### src/rtl/mmio_uart_tx_if.sv
// Load/store data-port bundle between the EXU and the memory-mapped UART transmitter.
interface mmio_uart_tx_if #(
  parameter int unsigned XLEN = 32
) ();

  logic [XLEN-1:0] raddr;
  logic            rvalid_in;
  logic [XLEN-1:0] rdata;
  logic            rvalid_out;
  logic [XLEN-1:0] waddr;
  logic            wen;
  logic [XLEN-1:0] wdata;

  // EXU side: issues reads and writes, receives read data
  modport master (
    output raddr, rvalid_in, waddr, wen, wdata,
    input  rdata, rvalid_out
  );

  // Peripheral side: answers reads, absorbs writes
  modport slave (
    input  raddr, rvalid_in, waddr, wen, wdata,
    output rdata, rvalid_out
  );

endinterface

### src/rtl/mmio_uart_tx.sv
// Memory-mapped 8N1 UART transmitter: store-written bytes go into a FIFO and
// are shifted out LSB first on tx; STATUS exposes fill level and flags.
module mmio_uart_tx #(
  parameter int unsigned    XLEN         = 32,
  parameter logic [XLEN-1:0] BASE_ADDR    = XLEN'(32'h9000_0000),
  parameter int unsigned    CLKS_PER_BIT = 16,
  parameter int unsigned    FIFO_DEPTH   = 8
) (
  input  logic                 clk,
  input  logic                 rst_n,
  mmio_uart_tx_if.slave        bus,
  output logic                 tx
);

  localparam int unsigned PTR_W = $clog2(FIFO_DEPTH);
  localparam int unsigned CNT_W = $clog2(FIFO_DEPTH + 1);
  localparam int unsigned TMR_W = $clog2(CLKS_PER_BIT);

  localparam logic [1:0] S_IDLE  = 2'd0;
  localparam logic [1:0] S_START = 2'd1;
  localparam logic [1:0] S_DATA  = 2'd2;
  localparam logic [1:0] S_STOP  = 2'd3;

  localparam logic [1:0] OFF_TXDATA = 2'd0;
  localparam logic [1:0] OFF_STATUS = 2'd1;

  // FIFO storage and bookkeeping
  logic [7:0]       mem [FIFO_DEPTH];
  logic [PTR_W-1:0] wr_ptr_q;
  logic [PTR_W-1:0] rd_ptr_q;
  logic [CNT_W-1:0] count_q;
  logic             overflow_q;

  // Serialiser state
  logic [1:0]       state_q,  state_d;
  logic [TMR_W-1:0] tmr_q,    tmr_d;
  logic [2:0]       bit_q,    bit_d;
  logic [7:0]       shift_q,  shift_d;
  logic             tx_d;
  logic             pop_c;

  // Decode and derived flags
  logic             rd_hit_c;
  logic             wr_hit_c;
  logic             push_req_c;
  logic             push_ok_c;
  logic             ovf_clr_c;
  logic             full_c;
  logic             empty_c;
  logic             busy_c;
  logic             bit_end_c;
  logic [15:0]      status_c;
  logic [XLEN-1:0]  rd_val_c;
  logic             unused_bits;

  assign rd_hit_c   = (bus.raddr[XLEN-1:4] == BASE_ADDR[XLEN-1:4]);
  assign wr_hit_c   = (bus.waddr[XLEN-1:4] == BASE_ADDR[XLEN-1:4]);
  assign push_req_c = bus.wen && wr_hit_c && (bus.waddr[3:2] == OFF_TXDATA);
  assign ovf_clr_c  = bus.wen && wr_hit_c && (bus.waddr[3:2] == OFF_STATUS) && bus.wdata[3];
  assign full_c     = (count_q == CNT_W'(FIFO_DEPTH));
  assign empty_c    = (count_q == '0);
  assign busy_c     = (state_q != S_IDLE);
  // A full FIFO still accepts a byte when the serialiser drains one in the same cycle
  assign push_ok_c  = push_req_c && (!full_c || pop_c);
  assign bit_end_c  = (tmr_q == TMR_W'(CLKS_PER_BIT - 1));
  assign status_c   = {8'(count_q), 4'b0000, overflow_q, busy_c, empty_c, full_c};

  // Address bits below word granularity and upper write-data bits carry no meaning here
  assign unused_bits = ^{bus.raddr[1:0], bus.waddr[1:0], bus.wdata[XLEN-1:8]};

  // Read data mux: only STATUS returns non-zero content
  always_comb begin
    rd_val_c = '0;
    if (rd_hit_c && (bus.raddr[3:2] == OFF_STATUS)) begin
      rd_val_c = XLEN'(status_c);
    end
  end

  // Read response: one-cycle pulse per request, data held between responses
  always_ff @(posedge clk) begin
    if (!rst_n) begin
      bus.rvalid_out <= 1'b0;
      bus.rdata      <= '0;
    end else begin
      bus.rvalid_out <= bus.rvalid_in;
      if (bus.rvalid_in) begin
        bus.rdata <= rd_val_c;
      end
    end
  end

  // FIFO payload storage
  always_ff @(posedge clk) begin
    if (push_ok_c) begin
      mem[wr_ptr_q] <= bus.wdata[7:0];
    end
  end

  // FIFO pointers, occupancy and sticky overflow flag
  always_ff @(posedge clk) begin
    if (!rst_n) begin
      wr_ptr_q   <= '0;
      rd_ptr_q   <= '0;
      count_q    <= '0;
      overflow_q <= 1'b0;
    end else begin
      if (push_ok_c) begin
        wr_ptr_q <= wr_ptr_q + PTR_W'(1);
      end
      if (pop_c) begin
        rd_ptr_q <= rd_ptr_q + PTR_W'(1);
      end
      case ({push_ok_c, pop_c})
        2'b10:   count_q <= count_q + CNT_W'(1);
        2'b01:   count_q <= count_q - CNT_W'(1);
        default: count_q <= count_q;
      endcase
      if (push_req_c && !push_ok_c) begin
        overflow_q <= 1'b1;
      end else if (ovf_clr_c) begin
        overflow_q <= 1'b0;
      end
    end
  end

  // Serialiser next-state: frame sequencing, bit timing and FIFO pop
  always_comb begin
    state_d = state_q;
    tmr_d   = tmr_q;
    bit_d   = bit_q;
    shift_d = shift_q;
    pop_c   = 1'b0;
    tx_d    = 1'b1;
    case (state_q)
      S_IDLE: begin
        tmr_d = '0;
        if (!empty_c) begin
          pop_c   = 1'b1;
          shift_d = mem[rd_ptr_q];
          state_d = S_START;
        end
      end
      S_START: begin
        if (bit_end_c) begin
          tmr_d   = '0;
          bit_d   = 3'd0;
          state_d = S_DATA;
        end else begin
          tmr_d = tmr_q + TMR_W'(1);
        end
      end
      S_DATA: begin
        if (bit_end_c) begin
          tmr_d   = '0;
          shift_d = {1'b0, shift_q[7:1]};
          if (bit_q == 3'd7) begin
            state_d = S_STOP;
          end else begin
            bit_d = bit_q + 3'd1;
          end
        end else begin
          tmr_d = tmr_q + TMR_W'(1);
        end
      end
      S_STOP: begin
        if (bit_end_c) begin
          tmr_d = '0;
          // Chain straight into the next frame so queued bytes leave back to back
          if (!empty_c) begin
            pop_c   = 1'b1;
            shift_d = mem[rd_ptr_q];
            state_d = S_START;
          end else begin
            state_d = S_IDLE;
          end
        end else begin
          tmr_d = tmr_q + TMR_W'(1);
        end
      end
      default: begin
        state_d = S_IDLE;
        tmr_d   = '0;
      end
    endcase
    // Line level follows the upcoming state so the registered pin tracks the FSM exactly
    case (state_d)
      S_START: tx_d = 1'b0;
      S_DATA:  tx_d = shift_d[0];
      default: tx_d = 1'b1;
    endcase
  end

  // Serialiser state register and registered line driver
  always_ff @(posedge clk) begin
    if (!rst_n) begin
      state_q <= S_IDLE;
      tmr_q   <= '0;
      bit_q   <= '0;
      shift_q <= '0;
      tx      <= 1'b1;
    end else begin
      state_q <= state_d;
      tmr_q   <= tmr_d;
      bit_q   <= bit_d;
      shift_q <= shift_d;
      tx      <= tx_d;
    end
  end

endmodule

### src/flat_wrapper.sv
// flat-port wrapper written by rule: the top's interface ports become plain ports
module mmio_uart_tx_flat 
#(
  parameter int unsigned    XLEN         = 32,
  parameter logic [XLEN-1:0] BASE_ADDR    = XLEN'(32'h9000_0000),
  parameter int unsigned    CLKS_PER_BIT = 16,
  parameter int unsigned    FIFO_DEPTH   = 8
)
  (clk, rst_n, tx, bus_raddr, bus_rvalid_in, bus_waddr, bus_wen, bus_wdata, bus_rdata, bus_rvalid_out);
  mmio_uart_tx_if #(.XLEN(XLEN)) bus_i ();
  input  logic clk;
  input  logic rst_n;
  output logic tx;
  input wire logic [$bits(bus_i.raddr)-1:0] bus_raddr;
  input wire logic [$bits(bus_i.rvalid_in)-1:0] bus_rvalid_in;
  input wire logic [$bits(bus_i.waddr)-1:0] bus_waddr;
  input wire logic [$bits(bus_i.wen)-1:0] bus_wen;
  input wire logic [$bits(bus_i.wdata)-1:0] bus_wdata;
  output wire logic [$bits(bus_i.rdata)-1:0] bus_rdata;
  output wire logic [$bits(bus_i.rvalid_out)-1:0] bus_rvalid_out;
  assign bus_i.raddr = bus_raddr;
  assign bus_i.rvalid_in = bus_rvalid_in;
  assign bus_i.waddr = bus_waddr;
  assign bus_i.wen = bus_wen;
  assign bus_i.wdata = bus_wdata;
  assign bus_rdata = bus_i.rdata;
  assign bus_rvalid_out = bus_i.rvalid_out;
  mmio_uart_tx #(.XLEN(XLEN), .BASE_ADDR(BASE_ADDR), .CLKS_PER_BIT(CLKS_PER_BIT), .FIFO_DEPTH(FIFO_DEPTH)) u_core (.clk(clk), .rst_n(rst_n), .bus(bus_i), .tx(tx));
endmodule
### config.mk
export PLATFORM = sky130hd
export DESIGN_NAME = mmio_uart_tx_flat
export DESIGN_NICKNAME = d
export VERILOG_FILES = /design/src/rtl/mmio_uart_tx_if.sv /design/src/rtl/mmio_uart_tx.sv /design/src/flat_wrapper.sv
export SDC_FILE = /design/constraint.sdc
export NUM_CORES = 1
export LEC_CHECK = 0
export ABC_AREA = 0
export CAP_MARGIN = 25
export CORE_AREA = 10 10 120 122
export CTS_CLUSTER_DIAMETER = 40
export DETAILED_ROUTE_END_ITERATION = 6
export DIE_AREA = 0 0 130 132
export PLACE_DENSITY = 0.68
export SETUP_SLACK_MARGIN = 0.5
export SLEW_MARGIN = 20
export SYNTH_ARGS = -nofsm -noshare
export SYNTH_HDL_FRONTEND = slang
export SYNTH_SLANG_ARGS = --single-unit
### constraint.sdc
create_clock -name clk -period 3 [get_ports clk]
set_input_delay 0.45 -clock clk [delete_from_list [all_inputs] [get_ports clk]]
set_output_delay 0.45 -clock clk [all_outputs]
set_load 0.1 [all_outputs]
# After elaboration in Yosys (flattened, before gate mapping)
# Memories as Yosys holds them, arrays and structs flattened. A register that Yosys moved wholly into a read port is not among the register bits.
# Index checks and enable logic that the tools add are counted.
[word_totals]
regBits = 62
latchBits = 0
ram_bits = 64
romBits = 0
input_bits = 100
output_inout_bits = 34
elab_cells = 87
memories = 1
[memory_table]
columns = ["name", "depth", "width", "rd", "rd_clocked_by_memory_dff", "wr", "line_no", "rtl"]
rows = [
  ["u_core.mem", 8, 8, 1, 1, 1, "mmio_uart_tx.sv:28", "logic [7:0] mem [FIFO_DEPTH];"],
]
[op_classes]
add_sub_neg = 6
n_mul = 0
div_mod_pow = 0
order_cmp = 0
n_eq_ne = 18
shift = 0
n_mux = 29
bitwise_logic = 0
n_reduce_logical = 21
[op_table]
columns = ["cell", "count"]
rows = [
  ["28-bit == test, second input constant", 2],
  ["8-bit 2-to-1 mux", 3],
  ["8-bit one-hot mux with 3 select lines", 1],
  ["4-bit one-hot mux with 2 select lines", 2],
  ["3-bit 2-to-1 mux", 5],
  ["12-bit 2-to-1 mux", 1],
  ["2-bit by 1-bit == test with 1-bit output, second input constant", 5],
  ["2-bit 2-to-1 mux", 5],
  ["3-bit by 1-bit adder with 3-bit output, second input constant", 3],
  ["4-bit by 1-bit adder with 4-bit output, second input constant", 2],
  ["2-bit == test, second input constant", 4],
  ["4-bit == test, second input constant", 2],
  ["2-bit one-hot mux with 4 select lines", 1],
  ["2-bit nonzero test", 4],
  ["1-bit logical AND", 7],
  ["1-bit 2-to-1 mux", 7],
  ["2-bit by 1-bit inequality test with 1-bit output, second input constant", 3],
  ["3-bit one-hot mux with 2 select lines", 1],
  ["2-bit zero test", 2],
  ["4-bit zero test", 1],
  ["4-bit 2-to-1 mux", 1],
  ["1-bit one-hot mux with 2 select lines", 2],
  ["4-bit AND reduction", 1],
  ["4-bit by 1-bit subtractor with 4-bit output, second input constant", 1],
  ["other kinds (7)", 8],
]

# Longest topological paths before layout
# Gate-level depths: netlist (run 1).
[depth]
ltp_word = 9
depth_mapped = 12
depth_no_buf = 11

# Worst setup path after synthesis (run 1)
# Ideal clock, no wire load.
[synth_timing]
path_type = "register to register"
from = "register u_core.state_q[1]"
to = "register u_core.count_q[3]"
setup_ns = 0.072
t_arrival_ns = 2.530
t_required_ns = 2.928
path_slack_ns = 0.398
path_stages_with_launch = 12
path_buffers = 1
period_less_slack_ns = 2.602
cell_sequence = "dfxtp_1 > inv_1 > ha_1 > nor3_2 > or2b_1 > buf_2 > inv_1 > ha_1 > a21o_2 > a21oi_1 > mux2i_1 > mux2i_1"
[synth_via]
elab_chain_cells = 6
elab_cells_between_ends = 9
classes_between = "eq/ne (3); mux (2); reduce/logical (4)"
[synth_lines]
columns = ["item", "line_no", "rtl"]
rows = [
  ["start, declared", "mmio_uart_tx.sv:35", "logic [1:0] state_q, state_d;"],
  ["start signal, assigned", "mmio_uart_tx.sv:202", "state_q <= state_d;"],
  ["2-bit == test or 2-bit zero test (tied branches)", "mmio_uart_tx.sv:134", "case (state_q)"],
  ["1-bit one-hot mux with 2 select lines *", "mmio_uart_tx.sv:134", ""],
  ["1-bit logical OR", "mmio_uart_tx.sv:64", "assign push_ok_c = push_req_c && (!full_c || pop_c);"],
  ["1-bit logical AND", "mmio_uart_tx.sv:64", ""],
  ["2-bit by 1-bit == test with 1-bit output or 2-bit == test (tied branches)", "mmio_uart_tx.sv:113", "case ({push_ok_c, pop_c})"],
  ["4-bit one-hot mux with 2 select lines or 2-bit nonzero test (tied branches)", "--", ""],
  ["end signal, assigned", "mmio_uart_tx.sv:114", "2'b10: count_q <= count_q + CNT_W'(1);"],
  ["end signal, assigned", "mmio_uart_tx.sv:115", "2'b01: count_q <= count_q - CNT_W'(1);"],
  ["end signal, assigned", "mmio_uart_tx.sv:116", "default: count_q <= count_q;"],
  ["end, declared", "mmio_uart_tx.sv:31", "logic [CNT_W-1:0] count_q;"],
]
# Mark *: on every way between the ends. The rest lies on a longest branch, timed or not.
# A chain may end at the register's enable or synchronous reset.

# Worst setup path after layout (run 1)
# Ends and elaborated chain as after synthesis.

==> results.md, run 1 <==
- Die boundary width: 130 um
- Routability cong.: 0.854
- Cell area after layout: 0.00617 sq mm
- Clock tree root buffer cell: sky130_fd_sc_hd__clkbuf_16
- Hold Crit Start: u_core.bit_q[1]$_SDFFE_PN0P_
- Full die area: 0.0172 sq mm
- Clock network fraction of design power: 27.8%
- # diodes: 0
- Maximum clock insertion buffer count: 2
- Peak Freq: 421 MHz
- Share of cells above drive strength 1: 18.9%
- DR iter-0 viols: 182
- Synthesized area: 0.00471 sq mm
- Number of antenna violations at the first check in global routing: 0
- Worst reg2reg path endpoint: u_core.count_q[3]$_SDFFE_PN0P_
- Number of buffers added by the clock tree synthesis step: 9
- Status: complete, no violations
- Power spent charging and discharging nets: 1.49 mW
- Fraction of the cycle the final worst path needs: 79.2%
- Length of the first detailed-routing pass in iterations: 4
- Count of fill cells added during filler insertion: 1004
- Crit start category: register
- Detail-routed net length per standard cell: 16.7 um
- Synthesized netlist cell count: 370
- R2R Setup Slk: 0.62 ns
- Largest clock skew in the final design: 0.00932 ns
- Launch point of the worst reg-to-reg path: u_core.state_q[1]$_SDFF_PN0_
- Initial standard-cell utilization of the core: 39.6%
- Post-CTS clock slew at the launch and capture registers of the worst setup and hold paths: 0.08 ns
- Clock H-tree levels: 3
- Sequential share of power: 39.1%
- Req. time, crit path: 3.27 ns
- Via count of the first global-routing pass: 3179
- Fin. max-slew vios: 0
- Layer carrying the most global-route usage: met2
- Setup repair after global routing missed its margin: no
- Max capacitance violation total: 0
- Critical path data arrival time: 2.65 ns
- Remaining global-route overflow: 0
- Area after DPL: 0.00565 sq mm
- Post-synthesis sequential element count: 105
- Number of vias in the routed layout: 3101
- Max rail drop VDD: 0.407 mV
- Hold endpoint: u_core.bit_q[1]$_SDFFE_PN0P_
- Count of input and output buffers: 81
- Total length of routed wires: 10300 um
- Final setup fails: 0
- Worst setup path class: register to register
- Number of vias per cell: 5.01
- Accumulated negative setup slack: 0 ns
- Combinational share of power: 33.1%
- Met1 track demand over resource: 13.6%
- Largest net degree at the start of global routing: 27
- Sequential element share of the synthesized area: 58.2%
- Detail Placement HPWL: 7600 um
- Crit. End Element: register
- Min Clock Period, post-route: 2.38 ns
- DRC Markers: 0
- Total count of hold-check failures in the final report: 0
- Class of the tightest hold or removal check: register to register
- Hold-critical path depth: 2
- Area growth from synthesis to layout: 31.0%
- Clock tree from TritonCTS: yes
- Clock sink count: 105
- Maximum fanout count along the critical path: 5
- Switching part of the total power: 33.4%
- R2R depth: 10
- Post-synthesis cell type count: 51
- Internal power: 2.97 mW
- FP Rows: 40
- Most common flop cell mapped by yosys: sky130_fd_sc_hd__edfxtp_1
- Number of nets in the layout: 580
- Overall routing resource usage: 11.9%
- Power density over the cells: 721 mW/mm^2
- Max_slew headroom: 59.3%
- Number of enable-type register cells in the synthesized netlist: 64
- Worst skew pair latency: 0.35 ns
- Core Area: 0.0119 sq mm
- I/O pin cnt: 134
- Remaining antenna violation count after routing: 0
- Mean area per synthesized cell: 12.7 sq um
- Met3 usage: 2.33%
- Global-route wire length before repair: 16200 um
- Slew of the pin with the lowest slew margin: 0.609 ns
- Async S/R FF share, synth: 0%
- GR met2 Demand/Resource: 21.2%
- Number of warnings printed during yosys synthesis: 0
- Chip Height: 132 um
- Leak Pwr: 2.36 nW
-- critical path: stages (launching register included) --
cell and delay, ns:
sky130_fd_sc_hd__dfxtp_2 0.40, sky130_fd_sc_hd__inv_2 0.09, sky130_fd_sc_hd__ha_4 0.23, sky130_fd_sc_hd__nor3_4 0.21, sky130_fd_sc_hd__or2b_1 0.27, sky130_fd_sc_hd__inv_2 0.09, sky130_fd_sc_hd__ha_4 0.20, sky130_fd_sc_hd__a21o_4 0.20
sky130_fd_sc_hd__a21oi_2 0.14, sky130_fd_sc_hd__mux2i_1 0.25, sky130_fd_sc_hd__mux2i_1 0.21
-- area by class of cell --
cell class | count | area [sq um] | area share (%)
Clock buffer | 9 | 225 | 3.65
Clock inverter | 7 | 101 | 1.64
Inverter | 9 | 33.8 | 0.547
Multi-Input combinational cell | 242 | 1890 | 30.6
Sequential cell | 105 | 2750 | 44.5
Tap cell | 147 | 184 | 2.98
Timing Repair Buffer | 100 | 998 | 16.2
-- cell families after synthesis --
kind of cell,count (synthesis),share of synthesized area (%)
other cells,1,0.0796
xor+xnor,6,1.12
fa+ha+maj,13,3.61
flops,105,58.2
simple gates,126,14.7
mux,28,10.2
compound gates,45,6.32
buf+inv,46,5.81
-- cell usage in the layout (no fill, tap or decap), types with 5 or more instances in the layout --
| cell | n |
|---|---|
| sky130_fd_sc_hd__nand2b_1 | 5 |
| sky130_fd_sc_hd__mux4_2 | 16 |
| sky130_fd_sc_hd__buf_4 | 29 |
| sky130_fd_sc_hd__ha_1 | 8 |
| sky130_fd_sc_hd__nor4_2 | 6 |
| sky130_fd_sc_hd__nor3_1 | 6 |
| sky130_fd_sc_hd__inv_1 | 5 |
| sky130_fd_sc_hd__edfxtp_1 | 64 |
| sky130_fd_sc_hd__a221o_1 | 6 |
| sky130_fd_sc_hd__nor2_1 | 37 |
| sky130_fd_sc_hd__and2_1 | 5 |
| sky130_fd_sc_hd__nand3_1 | 11 |
| sky130_fd_sc_hd__dfxtp_1 | 39 |
| sky130_fd_sc_hd__dlymetal6s2s_1 | 28 |
| sky130_fd_sc_hd__mux2i_1 | 11 |
| sky130_fd_sc_hd__nor4_1 | 5 |
| sky130_fd_sc_hd__nand2_1 | 16 |
| sky130_fd_sc_hd__clkbuf_16 | 9 |
| sky130_fd_sc_hd__nand4_1 | 8 |
| sky130_fd_sc_hd__nor2b_1 | 7 |
| sky130_fd_sc_hd__clkdlybuf4s50_1 | 43 |
| sky130_fd_sc_hd__a21oi_1 | 24 |
| sky130_fd_sc_hd__conb_1 | 24 |
-- cells in the mapped netlist, drive strengths merged, types with 8 or more instances --
| cell | number | area, sq um |
|---|---|---|
| a21oi | 27 | 143 |
| buf | 30 | 214 |
| dfxtp | 41 | 821 |
| edfxtp | 64 | 1920 |
| ha | 12 | 150 |
| inv | 8 | 30.0 |
| mux2i | 11 | 110 |
| mux4 | 16 | 360 |
| nand2 | 16 | 60.1 |
| nand3 | 11 | 55.1 |
| nand4 | 8 | 50.1 |
| nor2 | 37 | 139 |
| nor3 | 10 | 65.1 |
| nor4 | 12 | 96.3 |
-- routing by layer --
metal	vias to the layer above	wire (um)
met4	0	133
li1	1529	-
met1	1497	4320
met5	-	0
met2	68	5480
met3	7	411
-- metrics by stage --
| step | cells | util [%] | power [mW] | hold WS (ns) | worst slack, ns |
|---|---|---|---|---|---|
| 4_1_cts | 615 | 50.6 | 4.35 | 0.461 | 0.502 |
| 5_1_grt | 619 | 51.8 | 4.67 | 0.473 | 0.507 |
| 3_3_place_gp | 597 | 47.5 | 3.01 | 0.423 | 0.0293 |
| 6_report | 619 | 51.8 | 4.45 | 0.458 | 0.623 |
| 3_5_place_dp | 597 | 47.5 | 3.06 | 0.449 | 0.0324 |
| 2_1_floorplan | 393 | - | 2.76 | 0.418 | 0.461 |
-- registers in the layout, summed over array words and instances (netlist names), named ones only --
name and count:
u_core.mem 64, u_core.overflow_q 1, u_core.shift_q 8, u_core.wr_ptr_q 3, u_core.tx 1, u_core.rd_ptr_q 3
u_core.bit_q 3, u_core.count_q 4, u_core.bus.rdata 8, u_core.tmr_q 4, u_core.state_q 2, u_core.bus.rvalid_out 1
-- power by group through the flow --
stage	clock network [mW]	logic [mW]	registers (mW)
floorplan	0	0.997	1.76
global route	1.32	1.60	1.76
global placement	0	1.26	1.76
finish	1.24	1.47	1.74
CTS	1.26	1.35	1.73
detailed placement	0	1.30	1.76
-- how the worst max path moves through the flow --
stage,startpoint,to,slack [ns],cells past startpoint
3_3_place_gp,bus_waddr[20],u_core.count_q[3]$_SDFFE_PN0P_,0.03,11
4_1_cts,u_core.state_q[0]$_SDFF_PN0_,u_core.count_q[2]$_SDFFE_PN0P_,0.50,9
2_1_floorplan,u_core.state_q[0]$_SDFF_PN0_,u_core.count_q[3]$_SDFFE_PN0P_,0.46,11
5_1_grt,bus_waddr[8],u_core.count_q[3]$_SDFFE_PN0P_,0.51,11
3_5_place_dp,bus_waddr[20],u_core.count_q[3]$_SDFFE_PN0P_,0.03,11
6_report,u_core.state_q[1]$_SDFF_PN0_,u_core.count_q[3]$_SDFFE_PN0P_,0.62,10
-- repair_timing --
| item | CTS | global route |
|---|---|---|
| buffers inserted | 2 | 4 |
| endpoints found under the setup margin | 2 | 66 |
| gates resized for setup | 5 | 38 |
| pin swaps | 8 | 14 |
| hold buffers | 0 | 0 |
Power figures use the tool's default switching activity.
==> run 2, diff against run 1 <==
==> constraint.sdc (replaced) <==
create_clock -name clk -period 2.3 [get_ports clk]
set_input_delay 0.345 -clock clk [delete_from_list [all_inputs] [get_ports clk]]
set_output_delay 0.345 -clock clk [all_outputs]
set_load 0.1 [all_outputs]
==> results.md, run 2 (synthesis results as in run 1) <==
- Min Clock Period, post-route: 2.27 ns
- Largest net degree at the start of global routing: 21
- Number of nets in the layout: 605
- Worst setup path class: register to register
- Internal power: 4.05 mW
- Peak Freq: 440 MHz
- Post-CTS clock slew at the launch and capture registers of the worst setup and hold paths: 0.07 ns
- Global-route wire length before repair: 17300 um
- DRC Markers: 0
- Number of antenna violations at the first check in global routing: 0
- Power density over the cells: 917 mW/mm^2
- Clock sink count: 105
- Maximum clock insertion buffer count: 2
- Max rail drop VDD: 0.529 mV
- Overall routing resource usage: 12.7%
- Remaining global-route overflow: 0
- Power spent charging and discharging nets: 2.01 mW
- Die boundary width: 130 um
- Number of flip-flops in the largest register: 64
- Final design utilization: 55.4%
- Setup repair after global routing missed its margin: yes
- Crit path launch: u_core.state_q[0]$_SDFF_PN0_
- Number of vias per cell: 5.12
- Clock tree root buffer cell: sky130_fd_sc_hd__clkbuf_16
- Total power draw: 6.05 mW
- Crit start category: register
- Worst reg2reg path endpoint: u_core.count_q[3]$_SDFFE_PN0P_
- Initial standard-cell utilization of the core: 39.6%
- Maximum fanout count along the critical path: 3
- Routability cong.: 0.786
- Req. time, crit path: 2.58 ns
- Worst skew pair latency: 0.34 ns
- Clock H-tree levels: 3
- Via count of the first global-routing pass: 3402
- Critical path data arrival time: 2.55 ns
- Detail Placement HPWL: 7940 um
- Core Area: 0.0119 sq mm
- Worst hold margin: 0.468 ns
- Top reg by flops: u_core.mem
- Chip Height: 132 um
- Largest clock skew in the final design: 0.00533 ns
- Fin. max-slew vios: 0
- Full die area: 0.0172 sq mm
- R2R Setup Slk: 0.03 ns
- Number of vias in the routed layout: 3300
- Clock tree from TritonCTS: yes
- Count of hold buffers inserted by post-cts repair: 0
- Cell area after layout: 0.00660 sq mm
- Area after DPL: 0.00602 sq mm
- Remaining antenna violation count after routing: 0
- Most frequent standard cell in the layout excluding fill and tap cells: sky130_fd_sc_hd__edfxtp_1
- Fraction of the cycle the final worst path needs: 98.9%
- Capturing element of the worst setup path: u_core.count_q[3]$_SDFFE_PN0P_
- Combinational share of power: 36.6%
- Area growth from synthesis to layout: 40.1%
- Crit. End Element: register
- Length of the first detailed-routing pass in iterations: 4
- Leak Pwr: 2.33 nW
- Share of cells above drive strength 1: 33.2%
- Top library cells by usage in the layout, fill and taps aside: 64 x sky130_fd_sc_hd__edfxtp_1, 41 x sky130_fd_sc_hd__clkdlybuf4s50_1, 37 x sky130_fd_sc_hd__dfxtp_1, 35 x sky130_fd_sc_hd__buf_4, 29 x sky130_fd_sc_hd__nor2_1
- I/O pin cnt: 134
- Detail-routed net length per standard cell: 17.0 um
- R2R depth: 10
- Count of input and output buffers: 81
- DR iter-0 viols: 177
- Class of the tightest hold or removal check: register to register
- Clock network fraction of design power: 26.1%
- Setup Slack @ Placement: -0.427 ns
- Total count of hold-check failures in the final report: 0
- # diodes: 0
- Launch point of the worst reg-to-reg path: u_core.state_q[0]$_SDFF_PN0_
- FP Rows: 40
- Top Registers: u_core.mem x64, u_core.bus.rdata x8, u_core.shift_q x8
- Post-route setup slack: 0.0258 ns
- Status: complete, no violations
- Total length of routed wires: 11000 um
- Final setup fails: 0
- Switching part of the total power: 33.2%
- Max capacitance violation total: 0
- Sequential share of power: 37.3%
- Number of buffers added by the clock tree synthesis step: 9
## run 2: cell type report
cell class                      count  area, sq um
Clock buffer                        9          225
Clock inverter                      7         86.3
Fill cell                         955         5310
Inverter                            9         41.3
Multi-Input combinational cell    242         2100
Sequential cell                   105         2750
Tap cell                          147          184
Timing Repair Buffer              125         1210
## run 2: what timing repair did
action / in CTS / in global routing
buffers inserted: 15 / 5
resized for setup: 103 / 30
endpoints found under the hold margin: 0 / 0
endpoints found under the setup margin: 78 / 80
pin swaps: 18 / 14
## run 2: critical path: stages (launching register included)
cell                      delay (ns)
sky130_fd_sc_hd__dfxtp_4        0.38
sky130_fd_sc_hd__inv_4          0.05
sky130_fd_sc_hd__ha_4           0.24
sky130_fd_sc_hd__nor3_4         0.21
sky130_fd_sc_hd__or2b_4         0.32
sky130_fd_sc_hd__inv_4          0.07
sky130_fd_sc_hd__ha_4           0.18
sky130_fd_sc_hd__a21o_2         0.21
sky130_fd_sc_hd__a21oi_2        0.14
sky130_fd_sc_hd__mux2i_1        0.22
sky130_fd_sc_hd__mux2i_1        0.19
## run 2: worst min-delay path by stage
stage / startpoint / endpoint / slack [ns] / depth (start not counted)
4_1_cts: u_core.shift_q[7]$_SDFFE_PN0P_ / u_core.shift_q[7]$_SDFFE_PN0P_ / 0.47 / 2
6_report: u_core.bit_q[1]$_SDFFE_PN0P_ / u_core.bit_q[1]$_SDFFE_PN0P_ / 0.47 / 2
3_5_place_dp: u_core.tmr_q[0]$_SDFF_PP0_ / u_core.tmr_q[0]$_SDFF_PP0_ / 0.44 / 1
5_1_grt: u_core.bit_q[1]$_SDFFE_PN0P_ / u_core.bit_q[1]$_SDFFE_PN0P_ / 0.50 / 2
2_1_floorplan: u_core.tmr_q[0]$_SDFF_PP0_ / u_core.tmr_q[0]$_SDFF_PP0_ / 0.42 / 1
3_3_place_gp: u_core.tmr_q[0]$_SDFF_PP0_ / u_core.tmr_q[0]$_SDFF_PP0_ / 0.43 / 1
## run 2: per-stage QoR
step | setup TNS [ns] | std cells
after floorplan | -0.00296 | 393
after global placement | -15.87 | 608
after detailed placement | -20.25 | 608
after CTS | 0 | 639
after global routing | -0.509 | 644
final | 0 | 644
## run 2: layer usage
metal / wire, um / up-vias / track usage, % / part of all wire [%]
met5: 0 / - / 0 / 0
met4: 106 / 0 / 3.56 / 0.97
met3: 665 / 7 / 3.14 / 6.1
met2: 5930 / 94 / 22.8 / 54
met1: 4260 / 1618 / 14.4 / 39
li1: - / 1581 / - / -
## run 2: power groups by stage
stage | sequential, mW | combinational [mW] | clock [mW]
after CTS | 2.26 | 2.07 | 1.62
after global routing | 2.28 | 2.40 | 1.70
after global placement | 2.29 | 1.85 | 0
final | 2.26 | 2.21 | 1.58
after detailed placement | 2.29 | 1.90 | 0
after floorplan | 2.32 | 1.40 | 0
